[src/rtl/imem_dmem_arbiter.sv]
// imem_dmem_arbiter: shares one single-port 32-bit memory between instruction
// fetch (I, read-only) and the memory stage (D, load/store).
// - One grant per cycle, D preferred, with a starvation guard that forces an
//   I grant after STARVE_MAX consecutive D grants while I is waiting.
// - Read data returns one cycle after the grant, tagged to its owner.
// - Build option ARB_STATS_EN: enables the stat_conf / stat_istl counters.
//   Without it both ports read as 0 and no counter flops exist.
module imem_dmem_arbiter #(
  parameter int AW         = 12,
  parameter int DW         = 32,
  parameter int STARVE_MAX = 4
) (
  input  logic          clk,
  input  logic          rst_n,
  // fetch port
  input  logic          i_req,
  input  logic [AW-1:0] i_addr,
  output logic          i_gnt,
  output logic          i_rvalid,
  output logic [DW-1:0] i_rdata,
  // data port
  input  logic          d_req,
  input  logic          d_we,
  input  logic [AW-1:0] d_addr,
  input  logic [DW-1:0] d_wdata,
  output logic          d_gnt,
  output logic          d_rvalid,
  output logic [DW-1:0] d_rdata,
  // memory side
  output logic          m_en,
  output logic          m_we,
  output logic [AW-1:0] m_addr,
  output logic [DW-1:0] m_wdata,
  input  logic [DW-1:0] m_rdata,
  // statistics
  output logic [31:0]   stat_conf,
  output logic [31:0]   stat_istl
);

  // arbitration states
  localparam logic ST_PRI_D = 1'b0;
  localparam logic ST_PRI_I = 1'b1;

  // read-return owner tags
  localparam logic [1:0] OWN_NONE = 2'd0;
  localparam logic [1:0] OWN_I    = 2'd1;
  localparam logic [1:0] OWN_D    = 2'd2;

  // streak value at which the next D grant hands priority to I
  localparam logic [3:0] STREAK_LAST = 4'(STARVE_MAX - 1);

  logic       state_q,  state_d;
  logic [3:0] streak_q, streak_d;
  logic [1:0] owner_q,  owner_d;

  // Grant decode: purely from requests and state; nothing granted in reset.
  always_comb begin
    i_gnt = 1'b0;
    d_gnt = 1'b0;
    if (rst_n) begin
      if (state_q == ST_PRI_I) begin
        // forced fetch slot; if fetch withdrew, D may still use the cycle
        if (i_req)      i_gnt = 1'b1;
        else if (d_req) d_gnt = 1'b1;
      end else begin
        if (d_req)      d_gnt = 1'b1;
        else if (i_req) i_gnt = 1'b1;
      end
    end
  end

  // Memory-side mux; address is 0 when idle, write data passes through.
  always_comb begin
    m_en    = i_gnt | d_gnt;
    m_we    = d_gnt & d_we;
    m_wdata = d_wdata;
    if (d_gnt)      m_addr = d_addr;
    else if (i_gnt) m_addr = i_addr;
    else            m_addr = '0;
  end

  // Starvation guard: count D grants that lock out a waiting fetch.
  always_comb begin
    state_d  = state_q;
    streak_d = streak_q;
    if (!i_req || i_gnt) begin
      streak_d = 4'd0;
    end else if (d_gnt) begin
      if (streak_q == STREAK_LAST) begin
        state_d  = ST_PRI_I;
        streak_d = 4'd0;
      end else begin
        streak_d = streak_q + 4'd1;
      end
    end
    // PRI_I lasts exactly one cycle: either I is served or it has gone away
    if (state_q == ST_PRI_I) state_d = ST_PRI_D;
  end

  // Tag the read that is launched this cycle; stores return nothing.
  always_comb begin
    if (i_gnt)              owner_d = OWN_I;
    else if (d_gnt && !d_we) owner_d = OWN_D;
    else                    owner_d = OWN_NONE;
  end

  // Arbitration state and read tag registers.
  always_ff @(posedge clk or negedge rst_n) begin
    if (!rst_n) begin
      state_q  <= ST_PRI_D;
      streak_q <= 4'd0;
      owner_q  <= OWN_NONE;
    end else begin
      state_q  <= state_d;
      streak_q <= streak_d;
      owner_q  <= owner_d;
    end
  end

  // Read return: both ports see the memory data, the tag says whose it is.
  always_comb begin
    i_rvalid = (owner_q == OWN_I);
    d_rvalid = (owner_q == OWN_D);
    i_rdata  = m_rdata;
    d_rdata  = m_rdata;
  end

`ifdef ARB_STATS_EN
  logic [31:0] stat_conf_q, stat_istl_q;

  // Contention and fetch-stall counters; wrap naturally at 2^32.
  always_ff @(posedge clk or negedge rst_n) begin
    if (!rst_n) begin
      stat_conf_q <= 32'd0;
      stat_istl_q <= 32'd0;
    end else begin
      if (i_req && d_req)  stat_conf_q <= stat_conf_q + 32'd1;
      if (i_req && !i_gnt) stat_istl_q <= stat_istl_q + 32'd1;
    end
  end

  assign stat_conf = stat_conf_q;
  assign stat_istl = stat_istl_q;
`else
  assign stat_conf = 32'd0;
  assign stat_istl = 32'd0;
`endif

endmodule
[config.mk]
export PLATFORM = sky130hd
export DESIGN_NAME = imem_dmem_arbiter
export DESIGN_NICKNAME = d
export VERILOG_FILES = /design/src/rtl/imem_dmem_arbiter.sv
export SDC_FILE = /design/constraint.sdc
export NUM_CORES = 1
export LEC_CHECK = 0
export ABC_AREA = 1
export BUFFER_PORTS_ARGS = -buffer_cell sky130_fd_sc_hd__buf_2
export CAP_MARGIN = 10
export CORE_AREA = 10 10 97 99
export CTS_BUF_LIST = sky130_fd_sc_hd__clkbuf_8
export DETAILED_ROUTE_END_ITERATION = 8
export DIE_AREA = 0 0 107 109
export GPL_TIMING_DRIVEN = 0
export MAX_ROUTING_LAYER = met4
export PLACE_DENSITY = 0.7
export SLEW_MARGIN = 0
export SYNTH_ARGS = -nofsm -noshare
export SYNTH_HDL_FRONTEND = slang
export SYNTH_SLANG_ARGS = --single-unit
[constraint.sdc]
create_clock -name clk -period 1.1 [get_ports clk]
set_input_delay 0.275 -clock clk [delete_from_list [all_inputs] [get_ports clk]]
set_output_delay 0.275 -clock clk [all_outputs]
set_load 0.005 [all_outputs]
==> impl_metrics.toml, run 1 <==
[placed_design]
placed_area_um2 = 2840
dp_hpwl_um = 6940
dpl.cell_count = 565
io_buffers = 142
gp_congestion = 0.892

[logic_synthesis]
synth_compound_area_share_pct = 1.13
ys_seq_area_share_pct = 9.90
synth_seq_cells = 7
synth_top_family_by_area = "buffers and inverters"
synth_fa_ha_area_share_pct = 0.707
avgSynthCellArea_um2 = 6.86
postSynthCellCount = 258
synth_top_area_share_pct = 67.9
synthXorXnorAreaFrac_pct = 0
synth_top_area_cell = "buf_4"
async_reset_ff_share_pct = 100
synthTopCellsByArea = "buf_4 68%, nand2_1 11%, dfrtp_1 9.9%, inv_1 2.5%, nand3_1 1.7%"
synth.area.mux_share_pct = 0
synth_flop_cell = "dfrtp_1"
synth.distinct_cells = 16
ys_warn_count = 0
synth_most_common_cell = "buf_4"
synthTopCellsByCount = "160 x buf_4, 50 x nand2_1, 12 x inv_1"
synthSimpleGateAreaFrac_pct = 15.7
netlist_area_um2 = 1770
synth-edff-count = 0

[drt]
via_per_inst = 3.34
drtPass1Iterations = 2
dr.first_iter.drc_count = 74
antenna_left = 0
drc = 0
routedWlPerCell_um = 13.0
wirelength_um = 7530
via_count = 1936

[timing]
min_period_ns = 1.51
fin_setup_tns_ns = -5.98
rsz0062_at_grt = "yes"
drv_slew = 0
hold_viol_final = 0
setup_viol = 16
worst_slack_ns = -0.412
post-route-period-util_pct = 137
clock_skew_ns = 0.00130
fmax_mhz = 662

[status]
status = "finished with violations"
violations = "negative setup slack"

[hold_path]
hold_end = "owner_q[1]"
hold_depth = 2
hold_class = "primary input to flop"
worst_hold_startpoint = "d_we"

[power_and_ir_drop]
p_sw_share_pct = 31.0
p_int_mw = 1.12
seqPwrFrac_pct = 16.9
p_total_mw = 1.63
p_per_area_nw_per_um2 = 523
pwr-share-comb_pct = 60.4
clock_power_share_pct = 22.7
switchingPower_mw = 0.504
ir_drop_mv = 0.219
power_leakage_nw = 2.05

[global_route]
gr-total-overflow = 0
grt_pass1_vias = 2077
grt_pass1_wl_um = 10400
track_usage_pct = 11.5
grt_max_degree = 12
antenna_found_initial = 0

[clock_tree]
root_buffer = "clkbuf_8"
h-tree-depth = 1
clk_path_buf_depth = 2
clkLatencyLatePin_ns = 0.23
cts_buffers = 3
cts_tree = "yes"
cts.sinks = 7
clk_pin_slew_ns = 0.04

[setup_path]
cp.required_ns = 0.82
r2r_cells = 6
cp.arrival_ns = 1.24
crit_path_end_kind = "output port"
reg2reg_from = "state_q"
setup.worst_path.start = "state_q"
r2r_end = "streak_q[3]"
worst-setup-path-type = "flop to output port"
critPathLaunchType = "flop"
cp_max_fo = 6
rrSetupSlack_ns = 0.02

[floorplan]
dieArea_um2 = 11700
start_util_pct = 23.5
pin_count = 271
die_w_um = 107
core-area_um2 = 7530
die_h_um = 109
rows = 32

[run]
drv_cap = 0

[layout]
final_cells = 579
drive_gt1_share_pct = 71.5
postLayoutCellArea_um2 = 3120
final_nets = 572
area_growth_pct = 76.1
diodes = 0
## sequential cells by signal, summed over array words and instances, names as in the netlist
name / count
owner_q: 2
state_q: 1
streak_q: 4
## worst max path at each step
stage	endpoint	slack, ns
5_1_grt	m_addr[0]	-0.49
3_5_place_dp	m_addr[4]	-0.45
3_3_place_gp	m_addr[4]	-0.41
6_report	m_addr[7]	-0.41
2_1_floorplan	m_addr[0]	-0.02
4_1_cts	m_addr[7]	-0.43
## per-layer routing
metal / up-vias / share of wire (%) / GRT usage [%]
met4: 0 / 1.6 / 4.64
met3: 9 / 14 / 5.96
li1: 984 / - / -
met1: 797 / 29 / 9.23
met2: 146 / 55 / 21.6
met5: - / 0 / -
## cells by family after synthesis
family | Yosys count
AO/OA/AOI/OAI | 4
buffers and inverters | 177
flip-flops | 7
adder cells (fa/ha/maj) | 1
other | 1
AND/OR/NAND/NOR | 68
## power groups by stage
stage / clock network [mW] / registers [mW] / logic [mW]
finish: 0.369 / 0.275 / 0.984
floorplan: 0 / 0.276 / 0.575
global route: 0.388 / 0.276 / 1.08
global placement: 0 / 0.277 / 0.884
CTS: 0.379 / 0.274 / 0.945
detailed placement: 0 / 0.278 / 0.892
## layout by cell type, fill, tap and decap left out, types with 2 or more instances in the layout
master,netlist,layout
buf_2,0,137
buf_4,160,165
buf_6,2,8
clkbuf_8,0,3
conb_1,1,64
dfrtp_1,7,7
inv_1,12,12
inv_2,3,2
inv_6,0,2
nand2_1,50,36
nand2_2,3,14
nand2_4,0,3
nand3_1,6,6
nor2_1,7,6
## critical path, cell delays in order, from the launching register on
cell	delay (ns)
dfrtp_1	0.39
inv_2	0.07
nand2_4	0.05
nand2_4	0.09
inv_6	0.05
buf_8	0.13
nand2_2	0.06
nand2_1	0.04
buf_2	0.12
## what timing repair did
| action | 4_1_cts | 5_1_grt |
|---|---|---|
| endpoints found under the setup margin | 19 | 21 |
| setup buffers | 5 | 3 |
| gates resized for setup | 25 | 14 |
| hold endpoints to repair | 7 | 7 |
| gates cloned | 2 | 0 |
| pin swaps | 12 | 16 |
## final cells by class
type	instances	area, um2
fillers	747	4410
plain buffers	162	1230
repair buffers	152	840
multi-input cells	137	634
flip-flops and latches	7	175
well taps	102	128
inverters	15	66.3
clock buffers	3	41.3
clock inverters	1	3.75
## per-stage QoR
step                      setup WS (ns)  hold slack [ns]  util (%)
final                            -0.412            0.208      41.4
after global routing             -0.492            0.228      41.4
after CTS                        -0.432          -0.0787      40.3
after detailed placement         -0.446            0.155      37.8
after global placement           -0.414            0.147      37.8
after floorplan                 -0.0230          -0.0206         -
No activity file was read; power rests on OpenSTA's default activity.
==> run 2: changes to the inputs <==
--- a/config.mk
+++ b/config.mk
@@ -5,7 +5,6 @@
 export SDC_FILE = /design/constraint.sdc
 export NUM_CORES = 1
 export LEC_CHECK = 0
-export ABC_AREA = 1
 export BUFFER_PORTS_ARGS = -buffer_cell sky130_fd_sc_hd__buf_2
 export CAP_MARGIN = 10
 export CORE_AREA = 10 10 97 99
==> impl_metrics.toml, run 2 <==
[logic_synthesis]
synthTopCellsByArea = "buf_4 69%, dfrtp_1 10%, a22o_1 4.5%, a22o_2 1.7%, buf_6 1.3%"
synthTopCellsByCount = "161 x buf_4, 9 x a22o_1, 7 x dfrtp_1"
synth-edff-count = 0
async_reset_ff_share_pct = 100
synth_flop_cell = "dfrtp_1"
postSynthCellCount = 213
ys_seq_area_share_pct = 10.0
synth_most_common_cell = "buf_4"
synth.distinct_cells = 29
synth_top_area_cell = "buf_4"
avgSynthCellArea_um2 = 8.19
ys_warn_count = 0
synth_top_area_share_pct = 69.3
synth_seq_cells = 7
netlist_area_um2 = 1740

[timing]
drv_slew = 0
rsz0062_at_grt = "yes"
worst_slack_ns = -0.497
min_period_ns = 1.60
clock_skew_ns = 0.00580
post-route-period-util_pct = 145
hold_viol_final = 0
fmax_mhz = 626
setup_viol = 19

[setup_path]
cp_slowest_cell = "dfrtp_2"
cp_max_fo = 6
crit_path_end_kind = "output port"
critPathLaunchType = "flop"
rrSetupSlack_ns = -0.16
cp.required_ns = 0.82
cpPeakStageDelay_ns = 0.44
worst-setup-path-type = "flop to output port"
cp.arrival_ns = 1.32
path_cells = "nor2b_4, nor2_4, buf_6, a22o_1, buf_2"

[power_and_ir_drop]
switchingPower_mw = 0.454
power_leakage_nw = 1.95
p_int_mw = 1.13
ir_drop_mv = 0.193
p_sw_share_pct = 28.7
seqPwrFrac_pct = 16.9
pwr-share-comb_pct = 60.3
p_total_mw = 1.58
p_per_area_nw_per_um2 = 517
clock_power_share_pct = 22.8

[layout]
drive_gt1_share_pct = 76.6
regMostFlops = "streak_q"
fin_util_pct = 40.6
num-fill-cells = 753
multi_input_area_um2 = 588
final_common_cell = "buf_4"
mostFrequentLayoutCells = "163 x buf_4, 136 x buf_2, 64 x conb_1, 18 x buf_6, 9 x a22o_1"
postLayoutCellArea_um2 = 3060
area_growth_pct = 75.3
diodes = 0
regArea_um2 = 176
final_nets = 530
largest_reg_flops = 4
reg_top3 = "streak_q (4), owner_q (2), state_q (1)"

[floorplan]
pin_count = 271
die_h_um = 109
core-area_um2 = 7530
rows = 32
die_w_um = 107
dieArea_um2 = 11700
start_util_pct = 23.2

[placed_design]
placed_area_um2 = 2830
pre_cts_ws_ns = -0.593
dp_hpwl_um = 6720
io_buffers = 142
gp_congestion = 0.748

[drt]
dr.first_iter.drc_count = 41
drtPass1Iterations = 2
via_count = 1807
routedWlPerCell_um = 13.6
wirelength_um = 7280
drc = 0
via_per_inst = 3.36
antenna_left = 0

[global_route]
grt_max_degree = 11
track_usage_pct = 11.3
antenna_found_initial = 0
gr-total-overflow = 0
grt_pass1_vias = 1963
grt_pass1_wl_um = 10300

[clock_tree]
cts_buffers = 3
cts_tree = "yes"
clk_path_buf_depth = 2
clkLatencyLatePin_ns = 0.23
h-tree-depth = 1
clk_pin_slew_ns = 0.05
cts.sinks = 7
root_buffer = "clkbuf_8"

[status]
violations = "negative setup slack"
status = "finished with violations"

[hold_path]
hold_class = "primary input to flop"

[run]
drv_cap = 0
==> run 2: cell count changes in the layout (fill, tap and decap cells not counted), moves of 3 or more <==
cell / delta
a22o_1: +9
a22o_2: +3
buf_6: +10
inv_1: -10
nand2_1: -35
nand2_2: -13
nand2_4: -3
nand2b_1: +3
nand3_1: -5
nor2_1: -6
nor2b_1: +3
==> run 2: repair_timing <==
action | 4_1_cts | 5_1_grt
hold buffers | 1 | 0
setup buffers | 8 | 4
endpoints found under the setup margin | 21 | 23
gates resized for setup | 11 | 9
gates cloned | 1 | 0
pin swaps | 4 | 3
hold endpoints to repair | 7 | 0
==> run 2: routing by layer <==
| layer | part of all wire, % | wire length [um] | track usage, % |
|---|---|---|---|
| met3 | 15 | 1130 | 7.08 |
| met5 | 0 | 0 | - |
| met4 | 0.11 | 8 | 0.967 |
| met1 | 27 | 1970 | 8.68 |
| met2 | 57 | 4180 | 22.4 |
==> run 2: area by class of cell <==
class	instances	share of cell area (%)
Buffer	163	40.4
Timing Repair Buffer	155	28.8
Multi-Input combinational cell	105	19.2
Sequential cell	7	5.77
Tap cell	102	4.17
Clock buffer	3	1.35
Clock inverter	1	0.123
Inverter	1	0.123
==> run 2: kinds of logic (layout without fill, tap and decap cells) <==
kind of cell,count (synthesis),in the layout,synth area share (%)
buffers and inverters,164,323,70.8
AND/OR/NAND/NOR,21,21,9.54
AO/OA/AOI/OAI,19,19,8.68
flip-flops,7,7,10.0
adder cells (fa/ha/maj),1,1,0.717
other,1,64,0.215
==> run 2: through the flow <==
stage / TNS, ns / instances / hold WS (ns)
finish: -7.35 / 537 / 0.340
global route: -8.64 / 537 / 0.350
CTS: -7.56 / 534 / 0.334
detailed placement: -8.65 / 520 / 0.144
global placement: -8.04 / 520 / 0.138
floorplan: -1.74 / 276 / -0.0206
==> run 2: worst max-delay path: cells and delay by family, from the launching register on <==
kind / cells / cell delay, ns
compound gates: 1 / 0.17
buf+inv: 2 / 0.26
flops: 1 / 0.44
simple gates: 2 / 0.22
==> run 2: path summary, 6_finish.rpt <==
| path | start | to | cells after the start |
|---|---|---|---|
| setup reg to reg | streak_q[0] | state_q | 3 |
| max in group asynchronous | rst_n | state_q | 2 |
| min in group asynchronous | rst_n | streak_q[3] | 2 |
| setup / recovery | state_q | m_addr[0] | 5 |
| hold reg to reg | state_q | state_q | 2 |
| hold / removal | d_we | owner_q[1] | 2 |
==> run 2: power by group through the flow <==
stage	combinational [mW]	sequential, mW	clock (mW)
4_1_cts	0.927	0.267	0.372
3_5_place_dp	0.890	0.271	0
5_1_grt	1.05	0.268	0.387
2_1_floorplan	0.582	0.271	0
6_report	0.954	0.267	0.360
3_3_place_gp	0.883	0.271	0
==> run 3: changes to the inputs <==
--- a/config.mk
+++ b/config.mk
@@ -14,6 +14,7 @@
 export GPL_TIMING_DRIVEN = 0
 export MAX_ROUTING_LAYER = met4
 export PLACE_DENSITY = 0.7
+export SKIP_CTS_REPAIR_TIMING = 1
 export SLEW_MARGIN = 0
 export SYNTH_ARGS = -nofsm -noshare
 export SYNTH_HDL_FRONTEND = slang
==> impl_metrics.toml, run 3 (synthesis gave the netlist of run 2 again) <==
[floorplan]
rows = 32
core-area_um2 = 7530
die_w_um = 107
die_h_um = 109
dieArea_um2 = 11700
start_util_pct = 23.2
pin_count = 271

[global_route]
grt_pass1_wl_um = 10000
grt_max_degree = 12
antenna_found_initial = 0
gr-total-overflow = 0
grt_pass1_vias = 1929
track_usage_pct = 11.0

[placed_design]
pre_cts_ws_ns = -0.593
placed_area_um2 = 2830
dp_hpwl_um = 6720
dpl.cell_count = 520
io_buffers = 142
gp_congestion = 0.748

[drt]
wirelength_um = 7200
antenna_left = 0
drtPass1Iterations = 3
dr.first_iter.drc_count = 41
via_count = 1803
drc = 0
via_per_inst = 3.36
routedWlPerCell_um = 13.4

[timing]
drv_slew = 0
setup_viol = 19
post-route-period-util_pct = 149
rsz0062_at_grt = "yes"
hold_viol_final = 0
worst_slack_ns = -0.542
min_period_ns = 1.64
clock_skew_ns = 0.00633
fmax_mhz = 609

[power_and_ir_drop]
switchingPower_mw = 0.453
ir_drop_mv = 0.193
seqPwrFrac_pct = 17.0
power_leakage_nw = 1.94
p_sw_share_pct = 28.7
p_int_mw = 1.12
clock_power_share_pct = 22.9
p_per_area_nw_per_um2 = 518
pwr-share-comb_pct = 60.1

[clock_tree]
clk_path_buf_depth = 2
cts_buffers = 3
root_buffer = "clkbuf_8"
h-tree-depth = 1
clkLatencyLatePin_ns = 0.23
clk_pin_slew_ns = 0.05
cts_tree = "yes"
cts.sinks = 7

[layout]
regMostFlops = "streak_q"
final_cells = 536
area_growth_pct = 74.3
mostFrequentLayoutCells = "168 x buf_4, 136 x buf_2, 64 x conb_1, 11 x buf_6, 9 x a22o_1"
final_common_cell = "buf_4"
reg_top3 = "streak_q (4), owner_q (2), state_q (1)"
postLayoutCellArea_um2 = 3040
largest_reg_flops = 4
diodes = 0
drive_gt1_share_pct = 76.5
final_nets = 529

[setup_path]
r2r_cells = 3
worst-setup-path-type = "flop to output port"
r2r_end = "state_q"
path_depth = 5
rrSetupSlack_ns = -0.19
setup.worst_path.start = "state_q"
critPathLaunchType = "flop"
crit_path_end = "m_addr[0]"
cp_slowest_cell = "dfrtp_2"
cp.required_ns = 0.82
cpPeakStageDelay_ns = 0.44
cp.arrival_ns = 1.37
cp_max_fo = 11
crit_family = "flip-flops"
reg2reg_from = "streak_q[0]"
path_cells = "nor2b_4, nor2_4, buf_8, a22o_1, buf_2"
crit_buf_inv = 2
crit_path_end_kind = "output port"

[hold_path]
hold_class = "primary input to flop"

[status]
violations = "negative setup slack"
status = "finished with violations"

[run]
drv_cap = 0
-- run 3: cell count changes in the layout (fill, tap and decap cells not counted), sizes merged --
cell,previous run,this run
buf,317,316
-- run 3: worst min-delay path by stage --
stage                             end  start  cells past startpoint  slack (ns)
after CTS                 streak_q[3]  rst_n                      1        -0.1
after detailed placement  streak_q[3]  rst_n                      1        0.14
after global routing          state_q  d_req                      2        0.34
after global placement    streak_q[3]  rst_n                      1        0.14
after floorplan            owner_q[0]  rst_n                      0       -0.02
final                      owner_q[1]   d_we                      2        0.34
-- run 3: layout make-up --
class	instances	area, um2
Multi-Input combinational cell	105	597
Clock inverter	1	3.75
Clock buffer	3	41.3
Timing Repair Buffer	154	852
Inverter	1	3.75
Sequential cell	7	176
Buffer	163	1240
Fill cell	761	4490
Tap cell	102	128
-- run 3: power groups by stage --
| stage | Clock (mW) | Combinational, mW | Sequential (mW) |
|---|---|---|---|
| floorplan | 0 | 0.582 | 0.271 |
| global placement | 0 | 0.883 | 0.271 |
| detailed placement | 0 | 0.890 | 0.271 |
| CTS | 0.372 | 0.892 | 0.268 |
| global route | 0.387 | 1.04 | 0.268 |
| finish | 0.361 | 0.948 | 0.268 |
-- run 3: through the flow --
step | hold slack, ns | total power, mW | util [%] | setup TNS (ns)
CTS | -0.0988 | 1.53 | 38.2 | -8.87
global route | 0.342 | 1.70 | 40.4 | -8.87
floorplan | -0.0206 | 0.852 | - | -1.74
finish | 0.340 | 1.58 | 40.4 | -7.78
global placement | 0.138 | 1.15 | 37.6 | -8.04
detailed placement | 0.144 | 1.16 | 37.6 | -8.65
-- run 3: worst register-to-register path, delay by kind of cell, from the launching register on --
kind | cells | cell delay [ns]
simple gates | 2 | 0.62
flops | 1 | 0.38
fa+ha+maj | 1 | 0.20
-- run 3: per-layer routing --
metal  up-vias  wire length [um]  track usage (%)
met5         -                 0                -
met4         0                 8            0.967
met3         2              1120             7.08
met2       140              4130             21.9
met1       764              1950             8.30
li1        897                 -                -
